<file path="config.mk">
export PLATFORM = sky130hd
export DESIGN_NAME = leg_pc_ctrl
export DESIGN_NICKNAME = d
export VERILOG_FILES = /design/src/rtl/leg_pc_ctrl.sv
export SDC_FILE = /design/constraint.sdc
export NUM_CORES = 1
export LEC_CHECK = 0
export ABC_AREA = 0
export CAP_MARGIN = 20
export CORE_ASPECT_RATIO = 0.6
export CORE_MARGIN = 10
export CORE_UTILIZATION = 36
export CTS_CLUSTER_SIZE = 28
export DETAILED_ROUTE_END_ITERATION = 12
export PLACE_DENSITY_LB_ADDON = 0.2
export SLEW_MARGIN = 20
export SYNTH_ARGS = -nofsm -noshare
export SYNTH_HDL_FRONTEND = slang
export SYNTH_SLANG_ARGS = --single-unit
</file>
<file path="constraint.sdc">
create_clock -name clk -period 3.1 [get_ports clk]
set_input_delay 0.465 -clock clk [delete_from_list [all_inputs] [get_ports clk]]
set_output_delay 0.465 -clock clk [all_outputs]
set_load 0.03 [all_outputs]
</file>
<file path="src/rtl/leg_pc_ctrl.sv">
// Program-counter and call/return controller for the 8-bit LEG core; drives the hardware call stack.
// Latency: pc/depth/fault update on the accept edge; stack strobes are combinational in the accept cycle.
// Backpressure: op_ready drops for one bubble after a taken RET and stays low in FAULT until reset.
module leg_pc_ctrl #(
    parameter int ADDR_W = 8,
    parameter int STEP   = 4,
    parameter int DEPTH  = 256,
    localparam int DW    = $clog2(DEPTH) + 1
) (
    input  logic              clk,
    input  logic              rst,
    input  logic              op_valid,
    output logic              op_ready,
    input  logic [1:0]        op,
    input  logic              cond,
    input  logic [ADDR_W-1:0] target,
    output logic [ADDR_W-1:0] pc,
    output logic              stk_push,
    output logic              stk_pop,
    output logic [ADDR_W-1:0] stk_value,
    input  logic [ADDR_W-1:0] stk_top,
    output logic [DW-1:0]     depth,
    output logic              fault,
    output logic [1:0]        fault_code
);

    localparam logic [1:0] OP_NEXT = 2'b00;
    localparam logic [1:0] OP_JUMP = 2'b01;
    localparam logic [1:0] OP_CALL = 2'b10;
    localparam logic [1:0] OP_RET  = 2'b11;

    localparam logic [1:0] CODE_NONE = 2'b00;
    localparam logic [1:0] CODE_OVF  = 2'b01;
    localparam logic [1:0] CODE_UNF  = 2'b10;

    typedef enum logic [1:0] {
        ST_RUN      = 2'd0,
        ST_RET_WAIT = 2'd1,
        ST_FAULT    = 2'd2
    } state_t;

    state_t              state_q, state_d;
    logic [ADDR_W-1:0]   pc_q, pc_d;
    logic [DW-1:0]       depth_q, depth_d;
    logic                fault_q, fault_d;
    logic [1:0]          fault_code_q, fault_code_d;

    logic                run;
    logic                accept;
    logic                is_jump;
    logic                is_call;
    logic                is_ret;
    logic                full;
    logic                empty;
    logic                ovf;
    logic                unf;
    logic [ADDR_W-1:0]   ret_addr;

    // Decode the offered operation; a not-taken JUMP/CALL/RET falls through as NEXT
    always_comb begin
        run      = (state_q == ST_RUN);
        accept   = op_valid & run;
        is_jump  = accept & cond & (op == OP_JUMP);
        is_call  = accept & cond & (op == OP_CALL);
        is_ret   = accept & cond & (op == OP_RET);
        full     = (depth_q == DW'(DEPTH));
        empty    = (depth_q == '0);
        ovf      = is_call & full;
        unf      = is_ret & empty;
        ret_addr = pc_q + ADDR_W'(STEP);
    end

    // State register plus datapath registers, synchronous active-low reset
    always_ff @(posedge clk) begin
        if (!rst) begin
            state_q      <= ST_RUN;
            pc_q         <= '0;
            depth_q      <= '0;
            fault_q      <= 1'b0;
            fault_code_q <= CODE_NONE;
        end else begin
            state_q      <= state_d;
            pc_q         <= pc_d;
            depth_q      <= depth_d;
            fault_q      <= fault_d;
            fault_code_q <= fault_code_d;
        end
    end

    // Next-state: a trap parks in FAULT, a successful RET buys one settle cycle for stack Top
    always_comb begin
        state_d = state_q;
        case (state_q)
            ST_RUN: begin
                if (ovf || unf) begin
                    state_d = ST_FAULT;
                end else if (is_ret) begin
                    state_d = ST_RET_WAIT;
                end
            end
            ST_RET_WAIT: state_d = ST_RUN;
            ST_FAULT:    state_d = ST_FAULT;
            default:     state_d = ST_RUN;
        endcase
    end

    // Next PC, depth and trap flags; everything holds unless an operation is accepted
    always_comb begin
        pc_d         = pc_q;
        depth_d      = depth_q;
        fault_d      = fault_q;
        fault_code_d = fault_code_q;
        if (accept) begin
            if (ovf) begin
                fault_d      = 1'b1;
                fault_code_d = CODE_OVF;
            end else if (unf) begin
                fault_d      = 1'b1;
                fault_code_d = CODE_UNF;
            end else if (is_call) begin
                pc_d    = target;
                depth_d = depth_q + DW'(1);
            end else if (is_ret) begin
                pc_d    = stk_top;
                depth_d = depth_q - DW'(1);
            end else if (is_jump) begin
                pc_d = target;
            end else begin
                pc_d = ret_addr;
            end
        end
    end

    // Outputs: stack strobes are gated by reset so the stack never moves while we are held
    always_comb begin
        op_ready   = run;
        stk_push   = rst & is_call & ~full;
        stk_pop    = rst & is_ret & ~empty;
        stk_value  = ret_addr;
        pc         = pc_q;
        depth      = depth_q;
        fault      = fault_q;
        fault_code = fault_code_q;
    end

endmodule

</file>
==> flow_summary.json, run 1 <==
{
  "hold_buffers": 0,
  "first_pass_iters": 4,
  "drive_above_1_share_pct": 19.7,
  "grt_first_pass_wirelength_microns": 7840,
  "muxShareOfSynthArea_pct": 9.11,
  "drc_errors": 0,
  "multiInputGateArea_sq_um": 1120,
  "cts_tree": "done",
  "tightest_slew_ns": 0.457,
  "crit_required_ns": 3.27,
  "yosysSeqAreaShare_pct": 27.9,
  "total_power_mw": 0.966,
  "synth_seq_cells": 22,
  "clock_latency_ns": 0.27,
  "ff_latch_area_sq_um": 440,
  "grtUsageTotal_pct": 12.4,
  "die_h_microns": 71.3,
  "synthAdderAreaFrac_pct": 7.61,
  "yosys_warnings": 0,
  "rrSetupSlack_ns": 0.37,
  "fin_nets": 291,
  "synth_edf_count": 0,
  "yosys-top-cells-count": "27 x nor2_1, 22 x dfxtp_1, 20 x a21oi_1",
  "via_per_inst": 5.02,
  "cts.sinks": 22,
  "power_density_nw_per_um2": 402,
  "synth_area_sq_um": 1580,
  "area_growth_pct": 52.0,
  "synth_fp_nets": 221,
  "ant_nets": 0,
  "worstHoldPathCells": 2,
  "grt_pass1_vias": 1532,
  "synth_top_family_by_area": "simple AND/OR/NAND/NOR gates",
  "rr_worst_depth": 13,
  "antenna_found_initial": 0,
  "yosys_most_used_dff": "dfxtp_1",
  "synth_cell_types": 46,
  "syn_inst": 190,
  "p_clk_share_pct": 21.9,
  "dp_hpwl_microns": 3870,
  "synthArstFlopShare_pct": 0,
  "fin_worst_skew_ns": 0.00865,
  "cts_buffer_depth": 2,
  "dieWidth_microns": 106,
  "hold_violations": 0,
  "rows": 18,
  "synthSimpleGateAreaFrac_pct": 22.7,
  "fin_util_pct": 57.6,
  "fillers": 395,
  "grt_setup_unrepaired": "false",
  "fmax_mhz": 338,
  "htreeDepth": 1,
  "placed_cell_area_sq_um": 2250,
  "swShare_pct": 35.4,
  "p_seq_share_pct": 33.8,
  "synth_compound_area_share_pct": 20.8,
  "synth_top_area_share_pct": 27.9,
  "p_sw_mw": 0.342,
  "io_buffers": 52,
  "grt_max_degree": 21,
  "fin_crit_sh_pct": 95.3,
  "r2r-end": "depth[6]$_SDFFE_PN0P_",
  "drv_slew": 0,
  "hold_end": "fault$_SDFFE_PN0P_",
  "fp.dieArea_sq_um": 7520,
  "drt_iter0_markers": 74,
  "wl_microns": 5070,
  "internal_power_mw": 0.623,
  "cp.arrival_ns": 3.13,
  "ioPinCount": 53,
  "syn_area_per_cell_sq_um": 8.31,
  "postLayoutCellArea_sq_um": 2400,
  "startpoint_type": "input pin",
  "overflow": 0,
  "wl_per_cell_microns": 15.9,
  "numCtsBuffers": 3,
  "hold_path.class": "flip-flop to flip-flop",
  "vias": 1601,
  "power_frac_comb_pct": 44.2,
  "path_clk_slew_ns": 0.09,
  "worstReg2RegStart": "state_q[1]$_SDFFE_PN0P_",
  "crit_type": "input pin to flip-flop",
  "diodes": 0,
  "root_buffer": "clkbuf_8",
  "synth.area.top_cells": "dfxtp_1 28%, mux2i_1 7.0%, nor2_1 6.4%, a21oi_1 6.3%, ha_1 6.3%",
  "critPathMaxFanout": 6,
  "endpoint_kind": "flip-flop",
  "status": "complete, no violations",
  "ir_drop_mv": 0.258,
  "finalSetupViolations": 0,
  "leakagePower_nw": 0.923,
  "min_from": "fault$_SDFFE_PN0P_",
  "drv_cap": 0,
  "synth_xor_area_share_pct": 6.58,
  "gp_congestion": 0.785,
  "synth_most_common_cell": "nor2_1",
  "slew_headroom_pct": 69.6,
  "post-route-min-period_ns": 2.96,
  "core_area_sq_um": 4170,
  "synth.largest_area_cell": "dfxtp_1",
  "initial_core_util_pct": 37.9
}
[cell families after synthesis]
logic type                 count (synthesis)
DFF                                       22
AOI/OAI and AO/OA                         53
muxes                                     14
xor gates and xnor gates                  11
buffers and inverters                     16
and+or+nand+nor                           65
adders and majority gates                  9
[repair_timing]
item,in CTS,in global routing
endpoints found under the setup margin,1,2
buffers inserted,3,0
pin swaps,4,4
gates resized for setup,4,8
gates cloned,0,0
[metal layers]
| metal | vias up | share of wire [%] | track usage [%] |
|---|---|---|---|
| met4 | 0 | 0.26 | 1.79 |
| met2 | 46 | 44 | 18.4 |
| li1 | 825 | - | - |
| met1 | 728 | 48 | 16.8 |
| met5 | - | 0 | 0 |
| met3 | 2 | 7.9 | 4.91 |
[power by group through the flow]
stage | logic [mW] | clock network [mW] | registers (mW)
after detailed placement | 0.402 | 0 | 0.331
after global routing | 0.461 | 0.234 | 0.330
after floorplan | 0.222 | 0 | 0.359
after global placement | 0.398 | 0 | 0.331
after CTS | 0.412 | 0.222 | 0.325
final | 0.427 | 0.212 | 0.327
[registers in the layout (all words and copies together) (netlist names)]
name and flops:
depth 9, fault 1, fault_code 2, pc 8, state_q 2
[how the worst max path moves through the flow]
stage,start,cells past startpoint,to
6_report,cond,14,depth[6]$_SDFFE_PN0P_
5_1_grt,cond,14,depth[6]$_SDFFE_PN0P_
4_1_cts,cond,14,depth[8]$_SDFFE_PN0P_
3_5_place_dp,op_valid,14,depth[8]$_SDFFE_PN0P_
3_3_place_gp,op_valid,14,depth[8]$_SDFFE_PN0P_
2_1_floorplan,op_valid,11,depth[8]$_SDFFE_PN0P_
[stage by stage]
| stage | hold WS [ns] | setup TNS [ns] | std cells | setup WS, ns |
|---|---|---|---|---|
| floorplan | 0.454 | 0 | 190 | 0.249 |
| global placement | 0.459 | -0.558 | 312 | -0.275 |
| detailed placement | 0.463 | -0.580 | 312 | -0.339 |
| CTS | 0.485 | 0 | 319 | 0.00224 |
| global route | 0.510 | 0 | 319 | 0.0446 |
| finish | 0.482 | 0 | 319 | 0.144 |
[worst max-delay path: stages]
cell	delay, ns
clkdlybuf4s50_1	0.48
nor4bb_4	0.19
buf_4	0.14
nand2_1	0.07
nor2_2	0.13
inv_2	0.12
ha_4	0.23
a21oi_1	0.16
nor2b_1	0.08
a41o_1	0.27
buf_4	0.15
or3_1	0.29
and3_1	0.18
o21a_1	0.16
[cells in the final DEF (no fill, tap or decap), types with 4 or more instances in the layout]
cell type,count
nor2_1,26
buf_4,23
o21ai_0,12
dfxtp_1,22
nand2_1,9
a21oi_1,20
or3_1,5
inv_1,6
xnor2_1,7
o221ai_1,4
clkbuf_8,4
clkdlybuf4s50_1,49
mux2i_1,11
ha_1,5
[area by class of cell]
cell class	instances	area share [%]
Multi-Input combinational cell	152	46.8
Timing Repair Buffer	73	28.2
Sequential cell	22	18.4
Tap cell	60	3.13
Clock buffer	4	2.29
Inverter	8	1.25
Note: power is estimated with default switching activity, not from simulation.
==> run 2, diff against run 1 <==
Settings changed: ABC_CLOCK_PERIOD_IN_PS set to 3100, CORE_UTILIZATION 36 to 35.
==> flow_summary.json, run 2 (synthesis results as in run 1) <==
{
  "post-route-min-period_ns": 3.00,
  "postCtsSetupBuffers": 0,
  "hold_end": "fault$_SDFFE_PN0P_",
  "rows": 18,
  "core_area_sq_um": 4230,
  "worstHoldPathCells": 2,
  "drv_cap": 0,
  "ant_nets": 0,
  "drc_errors": 0,
  "via_per_inst": 4.98,
  "drive_above_1_share_pct": 17.4,
  "fmax_mhz": 333,
  "status": "complete, no violations",
  "fin_nets": 291,
  "die_h_microns": 72.0,
  "rr_worst_depth": 12,
  "worstReg2RegStart": "state_q[1]$_SDFFE_PN0P_",
  "fp.dieArea_sq_um": 7690,
  "path_clk_slew_ns": 0.08,
  "overflow": 0,
  "startpoint_type": "input pin",
  "grt_first_pass_wirelength_microns": 7770,
  "critPathMaxFanout": 5,
  "cts_tree": "done",
  "ir_drop_mv": 0.137,
  "ioPinCount": 53,
  "fin_crit_sh_pct": 96.8,
  "finalSetupViolations": 0,
  "vias": 1585,
  "largest_register_ffs": 9,
  "cp.arrival_ns": 3.20,
  "placed_cell_area_sq_um": 2270,
  "antenna_found_initial": 0,
  "gp_congestion": 0.810,
  "r2r-end": "depth[8]$_SDFFE_PN0P_",
  "wl_microns": 4790,
  "crit_required_ns": 3.30,
  "area_growth_pct": 47.9,
  "hold_violations": 0,
  "rrSetupSlack_ns": 0.45,
  "hold_path.class": "flip-flop to flip-flop",
  "layout_common_cells": "50 x clkdlybuf4s50_1, 26 x nor2_1, 23 x buf_4",
  "diodes": 0,
  "grt_max_degree": 21,
  "endpoint_kind": "flip-flop",
  "tightest_slew_ns": 0.341,
  "io_buffers": 52,
  "clock_latency_ns": 0.27,
  "min_from": "fault$_SDFFE_PN0P_",
  "cts.sinks": 22,
  "cts_buffer_depth": 2,
  "root_buffer": "clkbuf_8",
  "fin_worst_skew_ns": 0.00883,
  "grt_pass1_vias": 1564,
  "htreeDepth": 1,
  "slew_headroom_pct": 77.2,
  "postLayoutCellArea_sq_um": 2330,
  "numCtsBuffers": 3,
  "power_density_nw_per_um2": 392,
  "dp_hpwl_microns": 3800,
  "leakagePower_nw": 0.903,
  "wl_per_cell_microns": 15.1,
  "drv_slew": 0,
  "total_power_mw": 0.916,
  "grtUsageTotal_pct": 12.2,
  "drt_iter0_markers": 59,
  "initial_core_util_pct": 37.3,
  "final_common_cell": "clkdlybuf4s50_1",
  "first_pass_iters": 4,
  "dieWidth_microns": 107,
  "crit_type": "input pin to flip-flop"
}
run 2: cell count changes in the layout (fill, tap and decap cells not counted), sizes merged:
cell | previous run | this run
clkbuf | 4 | 3
dlymetal6s2s | 1 | 0
clkdlybuf4s50 | 49 | 50
run 2: worst max-delay path, stage by stage:
cell             delay, ns
clkdlybuf4s50_1       0.49
nor4bb_2              0.29
buf_4                 0.15
nand2_1               0.07
nor2_2                0.12
inv_2                 0.08
ha_1                  0.30
a21oi_1               0.17
nor2b_1               0.06
a41o_1                0.26
o41ai_4               0.26
mux2_2                0.38
o22ai_1               0.10
run 2: final cells by class:
class	instances	area, sq um
fill	433	1900
clock buffer	3	41.3
multi-input combinational	152	1070
sequential	22	440
inverter	8	30.0
timing repair buffer	73	673
tap	60	75.1
run 2: how the worst max path moves through the flow:
stage,from,end,slack [ns],cells after the start
floorplan,op_valid,depth[8]$_SDFFE_PN0P_,0.25,11
global placement,op_valid,depth[8]$_SDFFE_PN0P_,-0.15,14
detailed placement,op_valid,depth[8]$_SDFFE_PN0P_,-0.20,14
CTS,op_valid,depth[8]$_SDFFE_PN0P_,0.03,13
global route,op_valid,depth[8]$_SDFFE_PN0P_,-0.03,14
finish,op_valid,depth[8]$_SDFFE_PN0P_,0.1,13
run 2: timing repair:
| action | in CTS | in global routing |
|---|---|---|
| endpoints found under the setup margin | 0 | 3 |
| gates resized for setup | 0 | 4 |
| hold buffers | 0 | 0 |
run 2: layer usage:
metal  up-vias  track usage [%]  routed length, microns
met1       725             17.1                    2500
met3         2             4.23                     307
met4         0             2.24                      21
li1        820                -                       -
met2        38             17.5                    1960
met5         -                0                       0
run 2: stage by stage:
step	hold slack [ns]	cells	setup slack [ns]	utilization [%]	TNS (ns)
2_1_floorplan	0.454	190	0.249	-	0
3_3_place_gp	0.460	315	-0.154	53.7	-0.358
3_5_place_dp	0.461	315	-0.204	53.7	-0.436
4_1_cts	0.482	318	0.0324	54.7	0
5_1_grt	0.508	318	-0.0284	55.1	-0.0663
6_report	0.482	318	0.0997	55.1	0
run 2: report_power, final:
group	total, mW	switching (mW)	internal [mW]
sequential	0.323	0.0223	0.301
combinational	0.411	0.210	0.201
clock	0.181	0.0946	0.0869
total	0.916	0.327	0.589
